File: src/rtl/branch_predictor.sv
// Direct-mapped BTB with 2-bit saturating counters, combinational next-PC lookup,
// same-cycle mispredict redirect from the EX stage and a saturating mispredict counter.
module branch_predictor #(
    parameter int ENTRIES = 16,
    parameter int IDX_W   = 4
) (
    input  logic        clk,
    input  logic        rst,
    input  logic [29:0] fetch_pc,
    output logic [29:0] predict_pc,
    output logic        predict_taken,
    input  logic        upd_valid,
    input  logic [29:0] upd_pc,
    input  logic        upd_taken,
    input  logic [29:0] upd_target,
    input  logic        upd_pred_taken,
    input  logic [29:0] upd_pred_pc,
    output logic        pc_sel,
    output logic [29:0] adin,
    output logic [15:0] mispredict_cnt
);
    localparam int TAG_W = 30 - IDX_W;

    logic             valid_r  [ENTRIES];
    logic [TAG_W-1:0] tag_r    [ENTRIES];
    logic [29:0]      target_r [ENTRIES];
    logic [1:0]       ctr_r    [ENTRIES];
    logic [15:0]      cnt_r;

    logic [IDX_W-1:0] lk_idx_s;
    logic             lk_hit_s;
    logic             lk_taken_s;
    logic [IDX_W-1:0] up_idx_s;
    logic             up_hit_s;
    logic [29:0]      actual_next_s;
    logic             mispredict_s;

    // Fetch-side lookup: reads pre-edge table contents only.
    always_comb begin
        lk_idx_s   = fetch_pc[IDX_W-1:0];
        lk_hit_s   = valid_r[lk_idx_s] && (tag_r[lk_idx_s] == fetch_pc[29:IDX_W]);
        lk_taken_s = lk_hit_s && ctr_r[lk_idx_s][1];
        if (lk_taken_s) begin
            predict_pc = target_r[lk_idx_s];
        end else begin
            predict_pc = fetch_pc + 30'd1;
        end
    end

    assign predict_taken = lk_taken_s;

    // Resolve side: compare the carried prediction against the real outcome.
    always_comb begin
        up_idx_s = upd_pc[IDX_W-1:0];
        up_hit_s = valid_r[up_idx_s] && (tag_r[up_idx_s] == upd_pc[29:IDX_W]);
        if (upd_taken) begin
            actual_next_s = upd_target;
        end else begin
            actual_next_s = upd_pc + 30'd1;
        end
        mispredict_s = upd_valid && ((upd_taken != upd_pred_taken) ||
                                     (actual_next_s != upd_pred_pc));
        if (mispredict_s) begin
            adin = actual_next_s;
        end else begin
            adin = 30'd0;
        end
    end

    assign pc_sel = mispredict_s;

    // Table update; a not-taken miss leaves the table untouched.
    always_ff @(posedge clk or negedge rst) begin
        if (!rst) begin
            for (int i = 0; i < ENTRIES; i++) begin
                valid_r[i]  <= 1'b0;
                tag_r[i]    <= {TAG_W{1'b0}};
                target_r[i] <= 30'd0;
                ctr_r[i]    <= 2'd1;
            end
        end else if (upd_valid) begin
            if (up_hit_s) begin
                if (upd_taken) begin
                    target_r[up_idx_s] <= upd_target;
                    if (ctr_r[up_idx_s] != 2'd3) begin
                        ctr_r[up_idx_s] <= ctr_r[up_idx_s] + 2'd1;
                    end
                end else if (ctr_r[up_idx_s] != 2'd0) begin
                    ctr_r[up_idx_s] <= ctr_r[up_idx_s] - 2'd1;
                end
            end else if (upd_taken) begin
                valid_r[up_idx_s]  <= 1'b1;
                tag_r[up_idx_s]    <= upd_pc[29:IDX_W];
                target_r[up_idx_s] <= upd_target;
                ctr_r[up_idx_s]    <= 2'd2;
            end
        end
    end

    // Saturating mispredict counter.
    always_ff @(posedge clk or negedge rst) begin
        if (!rst) begin
            cnt_r <= 16'd0;
        end else if (mispredict_s && (cnt_r != 16'hFFFF)) begin
            cnt_r <= cnt_r + 16'd1;
        end
    end

    assign mispredict_cnt = cnt_r;

endmodule
File: config.mk
export PLATFORM = sky130hd
export DESIGN_NAME = branch_predictor
export DESIGN_NICKNAME = d
export VERILOG_FILES = /design/src/rtl/branch_predictor.sv
export SDC_FILE = /design/constraint.sdc
export NUM_CORES = 2
export LEC_CHECK = 0
export BUFFER_PORTS_ARGS = -buffer_cell sky130_fd_sc_hd__buf_2
export CAP_MARGIN = 10
export CORE_MARGIN = 8
export CORE_UTILIZATION = 55
export CTS_CLUSTER_SIZE = 12
export DETAILED_ROUTE_END_ITERATION = 12
export PLACE_DENSITY = 0.77
export SLEW_MARGIN = 20
export SYNTH_ARGS = -nofsm -noshare
export SYNTH_HDL_FRONTEND = slang
export SYNTH_SLANG_ARGS = --single-unit
File: constraint.sdc
create_clock -name clk -period 4.3 [get_ports clk]
set_clock_uncertainty 0.05 [all_clocks]
set_input_delay 0.43 -clock clk [delete_from_list [all_inputs] [get_ports clk]]
set_output_delay 0.43 -clock clk [all_outputs]
set_load 0.01 [all_outputs]
After elaboration in Yosys (flattened, before gate mapping)

Index checks and enable logic that the tools add are counted.

Word-level logic and storage cells: 141
Bits of input ports: 125
Bits in registers: 960

Reduce and logical (&&, ||, !) cells: 13
Order comparisons: 3
Multiplexer cells: 41
Equality and inequality tests: 7
$add $sub $neg: 5
Bitwise operators: 7

Operators with widths:

| operator                                                        | count |
|---|---|
| 480-bit bitwise mux                                             | 1 |
| 416-bit bitwise mux                                             | 1 |
| 26-bit binary-select mux with 4-bit select                      | 2 |
| 30-bit two-way mux                                              | 6 |
| 32-bit two-way mux                                              | 5 |
| 26-bit two-way mux                                              | 5 |
| 30-bit binary-select mux with 4-bit select                      | 1 |
| 30-bit demux with 4-bit select                                  | 1 |
| 26-bit demux with 4-bit select                                  | 1 |
| 32-bit bitwise mux                                              | 2 |
| 30-bit by 1-bit adder with 30-bit output, second input constant | 2 |
| 26-bit == test                                                  | 2 |
| 16-bit bitwise OR                                               | 2 |
| 30-bit != test                                                  | 1 |
| 16-bit by 1-bit adder with 16-bit output, second input constant | 1 |
| 16-bit bitwise AND                                              | 1 |
| 2-bit binary-select mux with 4-bit select                       | 2 |
| 16-bit != test, second input constant                           | 1 |
| 16-bit inverter                                                 | 1 |
| 5-bit >= comparator, second input constant                      | 2 |
| 2-bit two-way mux                                               | 5 |
| 4-bit inverter with 5-bit output                                | 2 |
| 1-bit binary-select mux with 4-bit select                       | 2 |
| 2-bit demux with 4-bit select                                   | 1 |
| 15 further kinds                                                | 26 |

Depth between registers and ports, before layout

Depth after elaboration: 9
Gate-level depth with buffers: 18

Worst setup path before layout

OpenSTA, ideal clock, no wires.

Path type: input to output
Start point: input upd_pc[1]
End point: output adin[13]
Stages on the path: 18
Data arrival time: 3.866 ns
Path buffers: 9
Path slack: -0.046 ns
Cells stage by stage: buf_4 > buf_6 > buf_6 > buf_4 > buf_2 > buf_2 > inv_1 > ha_1 > xor2_1 > a2111o_1 > o21ai_0 > o2111ai_1 > or4_1 > o31ai_2 > buf_4 > buf_6 > buf_4 > nor2_1

Word-level cells in the longest chain between the ends: 6

RTL lines:

| element                                      | RTL line | text |
|---|---|---|
| start, declared                              | 13       | `input logic [29:0] upd_pc,` |
| 30-bit by 1-bit adder with 30-bit output (*) | 59       | `actual_next_s = upd_pc + 30'd1;` |
| 30-bit two-way mux (*)                       | 56       | `if (upd_taken) begin` |
| 30-bit != test                               | 62       | `(actual_next_s != upd_pred_pc));` |
| 1-bit logical OR                             | 61       | `mispredict_s = upd_valid && ((upd_taken != upd_pred_taken) \|\|` |
| 1-bit logical AND                            | 61       |  |
| 30-bit two-way mux (*)                       | 63       | `if (mispredict_s) begin` |
| end, declared                                | 19       | `output logic [29:0] adin,` |

Every way passes the cells marked *; elsewhere a longest branch is shown, timed or not.

Worst setup path in the final report

Start point: register tag_r[107] in the netlist's numbering
End point: output predict_pc[3]

Word-level cells in the longest chain between the ends: 7

RTL lines:

| element                                               | RTL line | text |
|---|---|---|
| start, declared                                       | 25       | `logic [TAG_W-1:0] tag_r [ENTRIES];` |
| start signal, assigned by index                       | 77       | `tag_r[i] <= {TAG_W{1'b0}};` |
| start signal, assigned by index                       | 93       | `tag_r[up_idx_s] <= upd_pc[29:IDX_W];` |
| 26-bit binary-select mux with 4-bit select            | 41       | `lk_hit_s = valid_r[lk_idx_s] && (tag_r[lk_idx_s] == fetch_pc[29:IDX_W]);` |
| 26-bit two-way mux (not written as such) (2 in a row) | 41       |  |
| 26-bit == test                                        | 41       |  |
| 1-bit logical AND                                     | 41       |  |
| 1-bit logical AND                                     | 42       | `lk_taken_s = lk_hit_s && ctr_r[lk_idx_s][1];` |
| 30-bit two-way mux                                    | 43       | `if (lk_taken_s) begin` |
| end, declared                                         | 10       | `output logic [29:0] predict_pc,` |

Every way passes these cells. The select of a mux whose other input is x is not followed.

==> results.ini <==
[logic_synthesis]
ys_types=87
yosysMostFrequentCell=dfrtp_1
postSynthCellCount=3607
syn_area_mm2=0.0512
yosysTopAreaCell=dfrtp_1
yosys_warnings=0
syn_avg_cell_area_um2=14.2
synth.area.top_cells=dfrtp_1, mux2_2, mux4_2
netlist_top_cells_count=dfrtp_1, mux2_2, mux4_2
synth_top_area_share_pct=46.1
ys_ff_latch=960
syn_nets=3740
async_flop_share_pct=100
synth-edff-count=0
synth_seq_area_share_pct=47.0
ys.flop_type=dfrtp_1

[finish]
seq_area_mm2=0.0240
fillCellCount=6771
nets=3988
final_cells=5198
drive_above_1_share_pct=52.1
final_area_mm2=0.0589
multiInputGateArea_mm2=0.0257
syn2layout_area_growth_pct=15.0

[critical_path]
crit_arrival_ns=4.11
critPathMaxFanout=3
rrSetupSlack_ns=0.49
end_kind=primary output
crit_path_start_kind=flop
required_ns=3.82
criticalPathCategory=reg -> out

[drt]
first_iter_violations=4266
vias=35400
met1_length_mm=63.6
dr.pass1.iters=8
drcViolationCount=0
routed-wl-met3_mm=21.8
wl_per_cell_um=31.7
dr_wl_met2_mm=71.6
viasPerCell=6.80
routed_wl_mm=165
routed.top_layer=met5
final_antenna_net_count=0

[sta]
hold_viol=0
tightest_slew_ns=0.945
finalSetupViolCount=28
setup_ws_ns=-0.293
slew_headroom_pct=37.0
rsz0062_at_grt=yes
post-route-min-period_ns=4.59
max_freq_mhz=218
maxSlewViolCount=0
timing.final.crit_share_pct=107

[floorplan]
coreArea_mm2=0.0928
boundaryPins=203
die_area_mm2=0.103
die_x_um=321
start_util_pct=55.2
dieHeight_um=321
rows=112

[clocking]
clockBufferDepth=3
path_clk_slew_ns=0.06
root_buffer=clkbuf_16
cts_tree=done
cts_made_buffers=102
htreeDepth=3
cts.sink_count=960
insertion_delay_ns=0.69

[power]
power.density_mw_per_mm2=451
power.leakage_uw=0.0259
ir_drop_v=0.000367
p_total_uw=26600

[min_path]
min_path_type=in -> reg

[job]
cap_violations=0

[grt]
grt_usage_pct=31.8
grt_overflow_total=0
antenna_found_initial=21
grt_max_degree=109
grt_pass1_vias=36000
grt_first_pass_wirelength_mm=244

[placement]
gp_congestion=0.967
dpl.cell_count=4996
dpl_cell_area_mm2=0.0552
portBuffers=202
dp_hpwl_mm=112

[run_status]
status=finished with violations
failed_checks=negative setup slack

-- worst paths after layout --
check                         startpoint  depth (start not counted)                  to
setup / recovery              tag_r[107]                         11       predict_pc[3]
hold / removal                 upd_valid                          3            ctr_r[5]
setup reg to reg              tag_r[258]                         11           ctr_r[15]
hold reg to reg            target_r[373]                          1       target_r[373]
max in group asynchronous            rst                          3  mispredict_cnt[13]
min in group asynchronous            rst                          2          tag_r[260]
-- cell families (layout without fill, tap and decap cells) --
family | count (synthesis) | in the layout | share of synthesized area [%]
AOI/OAI and AO/OA | 214 | 214 | 2.94
xor gates and xnor gates | 160 | 160 | 2.79
adders and majority gates | 8 | 8 | 0.196
buffers and inverters | 388 | 713 | 3.46
DFF | 960 | 960 | 47.0
muxes | 1395 | 1395 | 38.6
other | 0 | 12 | 0
and+or+nand+nor | 482 | 482 | 5.04
-- where the power goes --
| part | leakage, uW | total, uW | internal (uW) | switching, uW |
|---|---|---|---|---|
| clock network | 0.00163 | 8890 | 5190 | 3700 |
| logic | 0.0121 | 5700 | 3240 | 2450 |
| registers | 0.0122 | 12000 | 10800 | 1170 |
-- routing by layer --
metal,global-route usage (%),up-vias
met5,0,-
met4,13.6,16
met3,11.6,454
met2,46.1,2237
met1,43.1,18500
li1,-,14100
-- critical path, cell delays in order, from the launching register on --
cell and delay [ns]:
dfrtp_1 0.39, mux4_2 0.48, mux4_2 0.54, xnor2_1 0.25, nand4_1 0.16, nor4_2 0.25, nand4_1 0.28, buf_4 0.25
or4b_4 0.50, o311ai_4 0.11, nor2_4 0.09, buf_6 0.13
-- timing repair --
| item | CTS | global route |
|---|---|---|
| pin swaps | 6 | 12 |
| hold endpoints to repair | 75 | 0 |
| hold buffers | 1 | 0 |
| resized for setup | 31 | 35 |
| endpoints found under the setup margin | 50 | 50 |
| buffers inserted | 2 | 6 |
| gates cloned | 0 | 1 |
-- cells in the final DEF, fill, tap and decap left out, drive strengths merged, types with 53 or more instances in the layout --
cell,instances
clkbuf,156
mux4,369
dfrtp,944
nor2,105
nand3,53
xnor2,90
nand2,105
mux2,942
buf,502
mux2i,84
xor2,68
-- metrics by stage --
| stage | setup slack (ns) | setup TNS [ns] | util (%) | hold WS (ns) |
|---|---|---|---|---|
| after floorplan | 0.00989 | 0 | - | 0.0844 |
| after global placement | -0.312 | -0.460 | 59.5 | 0.420 |
| after detailed placement | -0.274 | -1.11 | 59.5 | 0.433 |
| after CTS | -0.309 | -2.56 | 63.3 | 0.105 |
| after global routing | -0.339 | -4.43 | 63.5 | 0.165 |
| final | -0.293 | -2.44 | 63.5 | 0.145 |
-- flip-flops by register name (all words and copies together) (netlist names) --
signal and count:
valid_r 16, target_r 480, tag_r 416, ctr_r 32, mispredict_cnt 16
-- area by class of cell --
| class | count | area share (%) |
|---|---|---|
| Multi-Input combinational cell | 2259 | 43.6 |
| Inverter | 28 | 0.178 |
| Tap cell | 1254 | 2.66 |
| Clock buffer | 155 | 5.06 |
| Timing Repair Buffer | 504 | 6.99 |
| Sequential cell | 960 | 40.8 |
| Antenna cell | 12 | 0.0510 |
| Clock inverter | 26 | 0.648 |
No activity file was read; power rests on OpenSTA's default activity.
